<file path="src/rtl/sdram_req_arbiter.sv">
// Round-robin arbiter sharing one SDRAM request port among NREQ DMA engines; 1-cycle arbitration, bursts capped at MAX_BURST, one read in flight.
// Stalls on ctrl_busy with req_busy held high. Define SDRAM_ARB_TIMEOUT_EN to add the read-wait watchdog.
module sdram_req_arbiter #(
    parameter int NREQ       = 3,
    parameter int ADDR_W     = 23,
    parameter int DATA_W     = 32,
    parameter int MAX_BURST  = 8,
    parameter int RD_TIMEOUT = 255
) (
    input  logic                   wb_clk_i,
    input  logic                   wb_rst_i,
    input  logic [NREQ-1:0]        req_valid,
    input  logic [NREQ-1:0]        req_rw,
    input  logic [NREQ*ADDR_W-1:0] req_addr,
    input  logic [NREQ*DATA_W-1:0] req_wdata,
    output logic [NREQ-1:0]        req_busy,
    output logic [NREQ-1:0]        rsp_valid,
    output logic [DATA_W-1:0]      rsp_rdata,
    output logic                   ctrl_in_valid,
    output logic                   ctrl_rw,
    output logic [ADDR_W-1:0]      ctrl_addr,
    output logic [DATA_W-1:0]      ctrl_wdata,
    input  logic                   ctrl_busy,
    input  logic                   ctrl_out_valid,
    input  logic [DATA_W-1:0]      ctrl_rdata,
    output logic                   timeout_err
);

    typedef enum logic [1:0] {S_IDLE, S_GRANT, S_RD_WAIT} state_t;

    localparam logic [7:0] LP_MAX_BURST = 8'(MAX_BURST);

    state_t      r_state, w_next_state;
    logic [1:0]  r_gnt, w_next_gnt;
    logic [1:0]  r_last_gnt, w_next_last_gnt;
    logic [7:0]  r_burst_cnt, w_next_burst_cnt, w_burst_inc;
    logic [1:0]  w_c0, w_c1, w_c2, w_pick;
    logic        w_accept, w_rd_done, w_wd_fire;

    logic [ADDR_W-1:0] w_addr  [NREQ];
    logic [DATA_W-1:0] w_wdata [NREQ];

    for (genvar gi = 0; gi < NREQ; gi++) begin : g_unpack
        assign w_addr[gi]  = req_addr[gi*ADDR_W +: ADDR_W];
        assign w_wdata[gi] = req_wdata[gi*DATA_W +: DATA_W];
    end

    // Search order starts just after the last owner.
    always_comb begin
        w_c0 = 2'd0;
        w_c1 = 2'd1;
        w_c2 = 2'd2;
        case (r_last_gnt)
            2'd0:    begin w_c0 = 2'd1; w_c1 = 2'd2; w_c2 = 2'd0; end
            2'd1:    begin w_c0 = 2'd2; w_c1 = 2'd0; w_c2 = 2'd1; end
            default: begin w_c0 = 2'd0; w_c1 = 2'd1; w_c2 = 2'd2; end
        endcase
        w_pick = w_c2;
        if (req_valid[w_c1]) w_pick = w_c1;
        if (req_valid[w_c0]) w_pick = w_c0;
    end

    assign w_accept    = (r_state == S_GRANT) && req_valid[r_gnt] && !ctrl_busy;
    assign w_rd_done   = (r_state == S_RD_WAIT) && ctrl_out_valid;
    assign w_burst_inc = (r_burst_cnt < LP_MAX_BURST) ? r_burst_cnt + 8'd1 : r_burst_cnt;

`ifdef SDRAM_ARB_TIMEOUT_EN
    logic [7:0] r_wd_cnt;
    logic       r_timeout_err;

    assign w_wd_fire   = (r_state == S_RD_WAIT) && !ctrl_out_valid && (r_wd_cnt == 8'(RD_TIMEOUT));
    assign timeout_err = r_timeout_err;

    // Held at zero outside RD_WAIT, so it starts from zero on every entry.
    always_ff @(posedge wb_clk_i) begin
        if (!wb_rst_i) begin
            r_wd_cnt      <= 8'd0;
            r_timeout_err <= 1'b0;
        end else begin
            r_wd_cnt <= (r_state == S_RD_WAIT) ? r_wd_cnt + 8'd1 : 8'd0;
            if (w_wd_fire) r_timeout_err <= 1'b1;
        end
    end
`else
    assign w_wd_fire   = 1'b0;
    assign timeout_err = 1'b0;
`endif

    always_comb begin
        w_next_state     = r_state;
        w_next_gnt       = r_gnt;
        w_next_last_gnt  = r_last_gnt;
        w_next_burst_cnt = r_burst_cnt;
        case (r_state)
            S_IDLE: begin
                if (|req_valid) begin
                    w_next_gnt       = w_pick;
                    w_next_burst_cnt = 8'd0;
                    w_next_state     = S_GRANT;
                end
            end
            S_GRANT: begin
                if (!req_valid[r_gnt]) begin
                    w_next_state    = S_IDLE;
                    w_next_last_gnt = r_gnt;
                end else if (!ctrl_busy) begin
                    w_next_burst_cnt = w_burst_inc;
                    if (!req_rw[r_gnt]) begin
                        w_next_state = S_RD_WAIT;
                    end else if (w_burst_inc == LP_MAX_BURST) begin
                        w_next_state    = S_IDLE;
                        w_next_last_gnt = r_gnt;
                    end
                end
            end
            S_RD_WAIT: begin
                if (w_rd_done) begin
                    if ((r_burst_cnt < LP_MAX_BURST) && req_valid[r_gnt]) begin
                        w_next_state = S_GRANT;
                    end else begin
                        w_next_state    = S_IDLE;
                        w_next_last_gnt = r_gnt;
                    end
                end else if (w_wd_fire) begin
                    w_next_state    = S_IDLE;
                    w_next_last_gnt = r_gnt;
                end
            end
            default: w_next_state = S_IDLE;
        endcase
    end

    always_ff @(posedge wb_clk_i) begin
        if (!wb_rst_i) begin
            r_state     <= S_IDLE;
            r_gnt       <= 2'd0;
            r_last_gnt  <= 2'd2;
            r_burst_cnt <= 8'd0;
        end else begin
            r_state     <= w_next_state;
            r_gnt       <= w_next_gnt;
            r_last_gnt  <= w_next_last_gnt;
            r_burst_cnt <= w_next_burst_cnt;
        end
    end

    // Forwarded fields are zeroed outside GRANT so idle/reset outputs are clean.
    always_comb begin
        ctrl_in_valid = 1'b0;
        ctrl_rw       = 1'b0;
        ctrl_addr     = '0;
        ctrl_wdata    = '0;
        req_busy      = '1;
        rsp_valid     = '0;
        rsp_rdata     = '0;
        if (r_state == S_GRANT) begin
            ctrl_in_valid = req_valid[r_gnt];
            ctrl_rw       = req_rw[r_gnt];
            ctrl_addr     = w_addr[r_gnt];
            ctrl_wdata    = w_wdata[r_gnt];
        end
        if (w_accept) req_busy[r_gnt] = 1'b0;
        if (w_rd_done) begin
            rsp_valid[r_gnt] = 1'b1;
            rsp_rdata        = ctrl_rdata;
        end else if (w_wd_fire) begin
            rsp_valid[r_gnt] = 1'b1;
            rsp_rdata        = 32'hDEAD_BEEF;
        end
    end

endmodule

</file>
<file path="config.mk">
export PLATFORM = sky130hd
export DESIGN_NAME = sdram_req_arbiter
export DESIGN_NICKNAME = d
export VERILOG_FILES = /design/src/rtl/sdram_req_arbiter.sv
export SDC_FILE = /design/constraint.sdc
export NUM_CORES = 1
export LEC_CHECK = 0
export CAP_MARGIN = 40
export CORE_AREA = 2 2 118 120
export CTS_CLUSTER_DIAMETER = 50
export DETAILED_ROUTE_END_ITERATION = 8
export DIE_AREA = 0 0 120 122
export HOLD_SLACK_MARGIN = 0.03
export PLACE_DENSITY_LB_ADDON = 0.3
export SLEW_MARGIN = 20
export SYNTH_ARGS = -nofsm -noshare
export SYNTH_HDL_FRONTEND = slang
export SYNTH_SLANG_ARGS = --single-unit
</file>
<file path="constraint.sdc">
create_clock -name wb_clk_i -period 4.81 [get_ports wb_clk_i]
set_input_delay 0.7215 -clock wb_clk_i [delete_from_list [all_inputs] [get_ports wb_clk_i]]
set_output_delay 0.7215 -clock wb_clk_i [all_outputs]
set_load 0.005 [all_outputs]
</file>
==> results.json, run 1 <==
{
  "syn2layout_area_growth_pct": 125,
  "cts_resized": 0,
  "grt.total_usage_pct": 15.9,
  "clkSinkCount": 14,
  "rows": 43,
  "antenna_left": 0,
  "antenna_found_initial": 1,
  "post_cts_buffers": 0,
  "layout.filler_cells": 1355,
  "slew_headroom_pct": 41.9,
  "tns_ps": 0,
  "die-area_um2": 14600,
  "initial_core_util_pct": 19.4,
  "seq_area_frac_synth_pct": 10.7,
  "place_area_um2": 5780,
  "fin_crit_sh_pct": 72.3,
  "worstSetupPathType": "reg2out",
  "crit_family": "buffers and inverters",
  "nets": 886,
  "synthAdderAreaFrac_pct": 2.39,
  "slew_viol_final": 0,
  "synth_compound_area_share_pct": 16.5,
  "drtIter0Drc": 152,
  "final_cells": 854,
  "cts_root_buf": "clkbuf_16",
  "crit_path_top_delay_cell": "nor2b_4",
  "worstHoldStart": "r_burst_cnt[7]$_SDFFE_PN0P_",
  "routabilityCongestion": 0.763,
  "hpwl_um": 10200,
  "leakagePower_nw": 2.23,
  "synthMuxAreaShare_pct": 23.0,
  "path_max_fanout": 37,
  "grt_max_degree": 65,
  "vias": 3847,
  "hold_violations": 0,
  "yosysTopAreaCellShare_pct": 23.0,
  "peakVddDrop_v": 0.000163,
  "post-route-min-period_ps": 3480,
  "fp.dieH_um": 122,
  "crit_chain": "nor2b_4, buf_4, nand2_1, o21ai_0, and2_1, clkdlybuf4s50_1",
  "final_common_cell": "clkdlybuf4s50_1",
  "synthTopCellsByArea": "mux2i_1, and2_1, o21ai_0",
  "grt_overflow_total": 0,
  "endpoint_kind": "output pin",
  "remaining_drc_errors": 0,
  "synth_top_family_by_area": "simple AND/OR/NAND/NOR gates",
  "arrival_ps": 2760,
  "drt_first_pass_iters": 4,
  "p_per_area_nw_per_um2": 299,
  "status": "finished clean",
  "die_w_um": 120,
  "synth_xor_area_share_pct": 0.335,
  "cap_violations": 0,
  "synth_ff_type": "dfxtp_1",
  "syn_area_per_cell_um2": 6.57,
  "routed_wl_um": 12900,
  "hold_buffers": 0,
  "worst_pin_slew_ps": 869,
  "cpPeakStageDelay_ps": 640,
  "fmax_mhz": 287,
  "regArea_um2": 285,
  "cp_data_required_time_ps": 4090,
  "path_buf_inv": 2,
  "async_flop_share_pct": 0,
  "multi_input_area_um2": 2170,
  "ios": 303,
  "clkTransAtPathRegs_ps": 50,
  "rsz0062_at_grt": "false",
  "wl_per_cell_um": 15.1,
  "cts_tree": "yes",
  "layout-drive-gt1-share_pct": 2.53,
  "fin_area_um2": 5880,
  "synth-simple-area-share_pct": 40.3,
  "dp.cells": 848,
  "synth_edf_count": 0,
  "avgViaCountPerCell": 4.50,
  "yosysWarnings": 0,
  "htreeDepth": 1,
  "grt_pass1_wl_um": 19100,
  "synthDistinctLibCells": 43,
  "startpoint_type": "flop",
  "fin_skew_ps": 1.78,
  "synthCells": 398,
  "cts_buffers": 3,
  "numPortBuffers": 301,
  "fin_util_pct": 43.6,
  "synth_top_cell_by_area": "mux2i_1",
  "synth_nets": 610,
  "synth-seq-cells": 14,
  "regToRegStartpoint": "r_gnt[1]$_SDFFE_PN0P_",
  "cp-startpoint": "r_gnt[1]$_SDFFE_PN0P_",
  "grt_pass1_vias": 3828,
  "syn-cell-area_um2": 2620,
  "cts_buffer_depth": 2,
  "final_cell_mix": "clkdlybuf4s50_1, nand2_1, mux2i_1",
  "setup_viol": 0,
  "hold_class": "reg2reg",
  "clock_latency_ps": 240,
  "core_area_um2": 13500
}
==> logic make-up (layout without fill, tap and decap cells) <==
logic type / count (synthesis) / count (layout)
fa+ha+maj: 5 / 5
compound gates: 76 / 76
mux: 60 / 60
simple gates: 197 / 197
xor+xnor: 1 / 1
flops: 14 / 14
other cells: 1 / 2
buf+inv: 44 / 319
==> cells in the mapped netlist (2+ instances only) <==
master / count
nand2_1: 66
mux2i_1: 60
o21ai_0: 57
and2_1: 55
and3_1: 35
clkbuf_1: 23
dfxtp_1: 14
nor2_1: 12
inv_1: 9
buf_1: 7
nand2b_1: 7
nor2b_1: 6
ha_1: 5
buf_2: 4
a21oi_1: 3
nand3_1: 3
nor3_1: 3
a2bb2oi_1: 2
nand3b_1: 2
o31ai_1: 2
==> cell type report <==
cell class	instances	area share, %
Tap cell	180	3.83
Timing Repair Buffer	306	52.3
Sequential cell	14	4.85
Multi-Input combinational cell	340	36.9
Inverter	9	0.574
Antenna cell	1	0.0425
Clock buffer	4	1.51
==> metrics by stage <==
stage / hold slack [ps] / setup WS [ps] / power [W]
6_report: 431 / 1330 / 0.00176
5_1_grt: 456 / 1120 / 0.00191
4_1_cts: 435 / 1270 / 0.00178
3_5_place_dp: 428 / 1350 / 0.00160
3_3_place_gp: 415 / 1390 / 0.00155
2_1_floorplan: 408 / 2590 / 0.000860
==> routing by layer <==
layer / vias to the layer above / global-route usage (%) / routed length (µm)
met5: - / 0 / 0
met4: 0 / 2.65 / 152
met3: 12 / 3.42 / 1040
met2: 176 / 31.6 / 6740
met1: 1740 / 17.4 / 4950
li1: 1919 / - / -
==> final timing paths <==
| path | slack, ps | depth (start not counted) | end |
|---|---|---|---|
| worst min register to register | 430 | 2 | r_burst_cnt[7]$_SDFFE_PN0P_ |
| worst max register to register | 2450 | 5 | r_last_gnt[1]$_SDFFE_PN1P_ |
| worst max-delay path | 1330 | 6 | ctrl_wdata[2] |
| worst min-delay path | 430 | 2 | r_burst_cnt[7]$_SDFFE_PN0P_ |
==> flip-flops by register name (all words and copies together), names as in the netlist <==
signal,flops
r_state,2
r_burst_cnt,8
r_gnt,2
r_last_gnt,2
==> power by group <==
| part | switching (W) | total, W | internal (W) |
|---|---|---|---|
| combinational | 0.000584 | 0.00139 | 0.000803 |
| sequential | 0.0000622 | 0.000198 | 0.000136 |
| clock | 0.0000464 | 0.000172 | 0.000126 |
==> worst register-to-register path, cell delays in order (launching register included) <==
cell,delay (ps)
dfxtp_4,530
nor2b_4,640
a2bb2oi_1,290
a2111oi_0,440
a2bb2oi_1,190
mux2i_1,150
Power figures use the tool's default switching activity.
==> run 2, diff against run 1 <==
--- a/config.mk
+++ b/config.mk
@@ -6,10 +6,10 @@
 export NUM_CORES = 1
 export LEC_CHECK = 0
 export CAP_MARGIN = 40
-export CORE_AREA = 2 2 118 120
+export CORE_AREA = 2 2 119 121
 export CTS_CLUSTER_DIAMETER = 50
 export DETAILED_ROUTE_END_ITERATION = 8
-export DIE_AREA = 0 0 120 122
+export DIE_AREA = 0 0 121 123
 export HOLD_SLACK_MARGIN = 0.03
 export PLACE_DENSITY_LB_ADDON = 0.3
 export SLEW_MARGIN = 20
==> constraint.sdc (replaced) <==
create_clock -name wb_clk_i -period 3.35 [get_ports wb_clk_i]
set_input_delay 0.5025 -clock wb_clk_i [delete_from_list [all_inputs] [get_ports wb_clk_i]]
set_output_delay 0.5025 -clock wb_clk_i [all_outputs]
set_load 0.005 [all_outputs]
==> results.json, run 2 (synthesis gave the netlist of run 1 again) <==
{
  "grt_pass1_vias": 3798,
  "cts_root_buf": "clkbuf_16",
  "cp-startpoint": "req_valid[0]",
  "r2r_end": "r_last_gnt[1]$_SDFFE_PN1P_",
  "clkTransAtPathRegs_ps": 50,
  "ios": 303,
  "status": "finished clean",
  "pwr-share-comb_pct": 79.6,
  "fin_skew_ps": 2.56,
  "avgViaCountPerCell": 4.46,
  "r2r_cells": 6,
  "final_cell_mix": "clkdlybuf4s50_1, nand2_1, mux2i_1",
  "endpoint_kind": "output pin",
  "antenna_cells": 0,
  "seq_power_share_pct": 10.5,
  "regArea_um2": 285,
  "pwr-share-clk_pct": 9.9,
  "peakVddDrop_v": 0.000248,
  "endpoint": "req_busy[2]",
  "crit_path_top_delay_cell": "clkdlybuf4s50_1",
  "antenna_found_initial": 0,
  "numPortBuffers": 301,
  "cap_violations": 0,
  "clock_latency_ps": 250,
  "grt_max_degree": 37,
  "hold_class": "reg2reg",
  "post_cts_buffers": 0,
  "cp_num_cells": 7,
  "whs_path_depth": 2,
  "cts_buffer_depth": 2,
  "multi_input_area_um2": 2170,
  "grt_pass1_wl_um": 18800,
  "final_cells": 858,
  "fin_crit_sh_pct": 89.2,
  "initial_core_util_pct": 19.2,
  "post-route-min-period_ps": 2990,
  "nets": 891,
  "rsz0062_at_grt": "false",
  "p_per_area_nw_per_um2": 431,
  "cpPeakStageDelay_ps": 540,
  "worst_pin_slew_ps": 597,
  "total_power_w": 0.00255,
  "dp.cells": 854,
  "grt_overflow_total": 0,
  "regToRegStartpoint": "r_gnt[1]$_SDFFE_PN0P_",
  "cp_data_required_time_ps": 2850,
  "arrival_ps": 2480,
  "tns_ps": 0,
  "routed_wl_um": 12800,
  "drt_first_pass_iters": 6,
  "hold_buffers": 0,
  "final_common_cell": "clkdlybuf4s50_1",
  "crit_path_frequent_cell": "clkdlybuf4s50_1",
  "setup_viol": 0,
  "core_area_um2": 13600,
  "syn2layout_area_growth_pct": 126,
  "crit_chain": "clkdlybuf4s50_1, mux2i_1, o21ai_1, nand2_1, nor2_1, nand3b_1, clkdlybuf4s50_1",
  "path_max_fanout": 6,
  "leakagePower_nw": 2.26,
  "clkSinkCount": 14,
  "rows": 43,
  "fp.dieH_um": 123,
  "remaining_drc_errors": 0,
  "p_switching_w": 0.00100,
  "layout.filler_cells": 1357,
  "crit_family": "buffers and inverters",
  "worstSetupPathType": "in2out",
  "largest_register": "r_burst_cnt",
  "drtIter0Drc": 119,
  "wl_per_cell_um": 14.9,
  "startpoint_type": "input port",
  "reg2reg_slack_ps": 1000,
  "path_buf_inv": 2,
  "die-area_um2": 14900,
  "cts_tree": "yes",
  "slew_headroom_pct": 60.1,
  "slew_viol_final": 0,
  "vias": 3823,
  "die_w_um": 121,
  "intPower_w": 0.00155,
  "grt.total_usage_pct": 15.4,
  "largest_reg_flops": 8,
  "hpwl_um": 10300,
  "cts_resized": 0,
  "layout-drive-gt1-share_pct": 3.24,
  "hold_violations": 0,
  "fmax_mhz": 335,
  "routabilityCongestion": 0.822,
  "antenna_left": 0,
  "cts_buffers": 3,
  "sw_frac_of_total_pct": 39.2,
  "htreeDepth": 1
}
## run 2: cell types whose count changed in the layout (fill, tap and decap cells not counted), sizes merged
cell and change:
buf +5, diode -1
## run 2: stage by stage
step | setup slack (ps) | hold WS [ps] | area [µm²] | util (%)
2_1_floorplan | 1350 | 408 | 2620 | -
3_3_place_gp | 410 | 415 | 5830 | 42.8
3_5_place_dp | 391 | 421 | 5830 | 42.8
4_1_cts | 362 | 428 | 5920 | 43.5
5_1_grt | 136 | 438 | 5920 | 43.5
6_report | 363 | 425 | 5920 | 43.5
## run 2: layout make-up
cell class / count / area share, %
timing repair buffer: 311 / 52.6
clock buffer: 4 / 1.50
sequential: 14 / 4.82
multi-input combinational: 340 / 36.7
inverter: 9 / 0.571
tap: 180 / 3.81
## run 2: power by group through the flow
stage | Combinational [W] | Sequential [W] | Clock, W
6_report | 0.00203 | 0.000268 | 0.000252
3_5_place_dp | 0.00206 | 0.000274 | 0
5_1_grt | 0.00223 | 0.000276 | 0.000265
2_1_floorplan | 0.00103 | 0.000209 | 0
3_3_place_gp | 0.00203 | 0.000276 | 0
4_1_cts | 0.00207 | 0.000273 | 0.000257
## run 2: worst min-delay path by stage
stage	endpoint	slack (ps)	start
after CTS	r_burst_cnt[5]$_SDFFE_PN0P_	430	r_burst_cnt[5]$_SDFFE_PN0P_
after detailed placement	r_burst_cnt[5]$_SDFFE_PN0P_	420	r_burst_cnt[5]$_SDFFE_PN0P_
after floorplan	r_burst_cnt[7]$_SDFFE_PN0P_	410	r_burst_cnt[7]$_SDFFE_PN0P_
after global placement	r_burst_cnt[6]$_SDFFE_PN0P_	420	r_burst_cnt[6]$_SDFFE_PN0P_
after global routing	r_burst_cnt[5]$_SDFFE_PN0P_	440	r_burst_cnt[5]$_SDFFE_PN0P_
final	r_burst_cnt[5]$_SDFFE_PN0P_	430	r_burst_cnt[5]$_SDFFE_PN0P_
## run 2: tightest hold or removal path, delay by kind of cell, from the launching register on
family | cells | cell delay (ps)
buf+inv | 1 | 50
flops | 1 | 300
simple gates | 1 | 30
## run 2: metal layers
metal  vias up  wire length, µm  track usage, %
met3        21             1120            3.09
met5         -                0               0
met1      1682             4920            17.1
li1       1924                -               -
met4         0              233            3.78
met2       196             6530            29.8
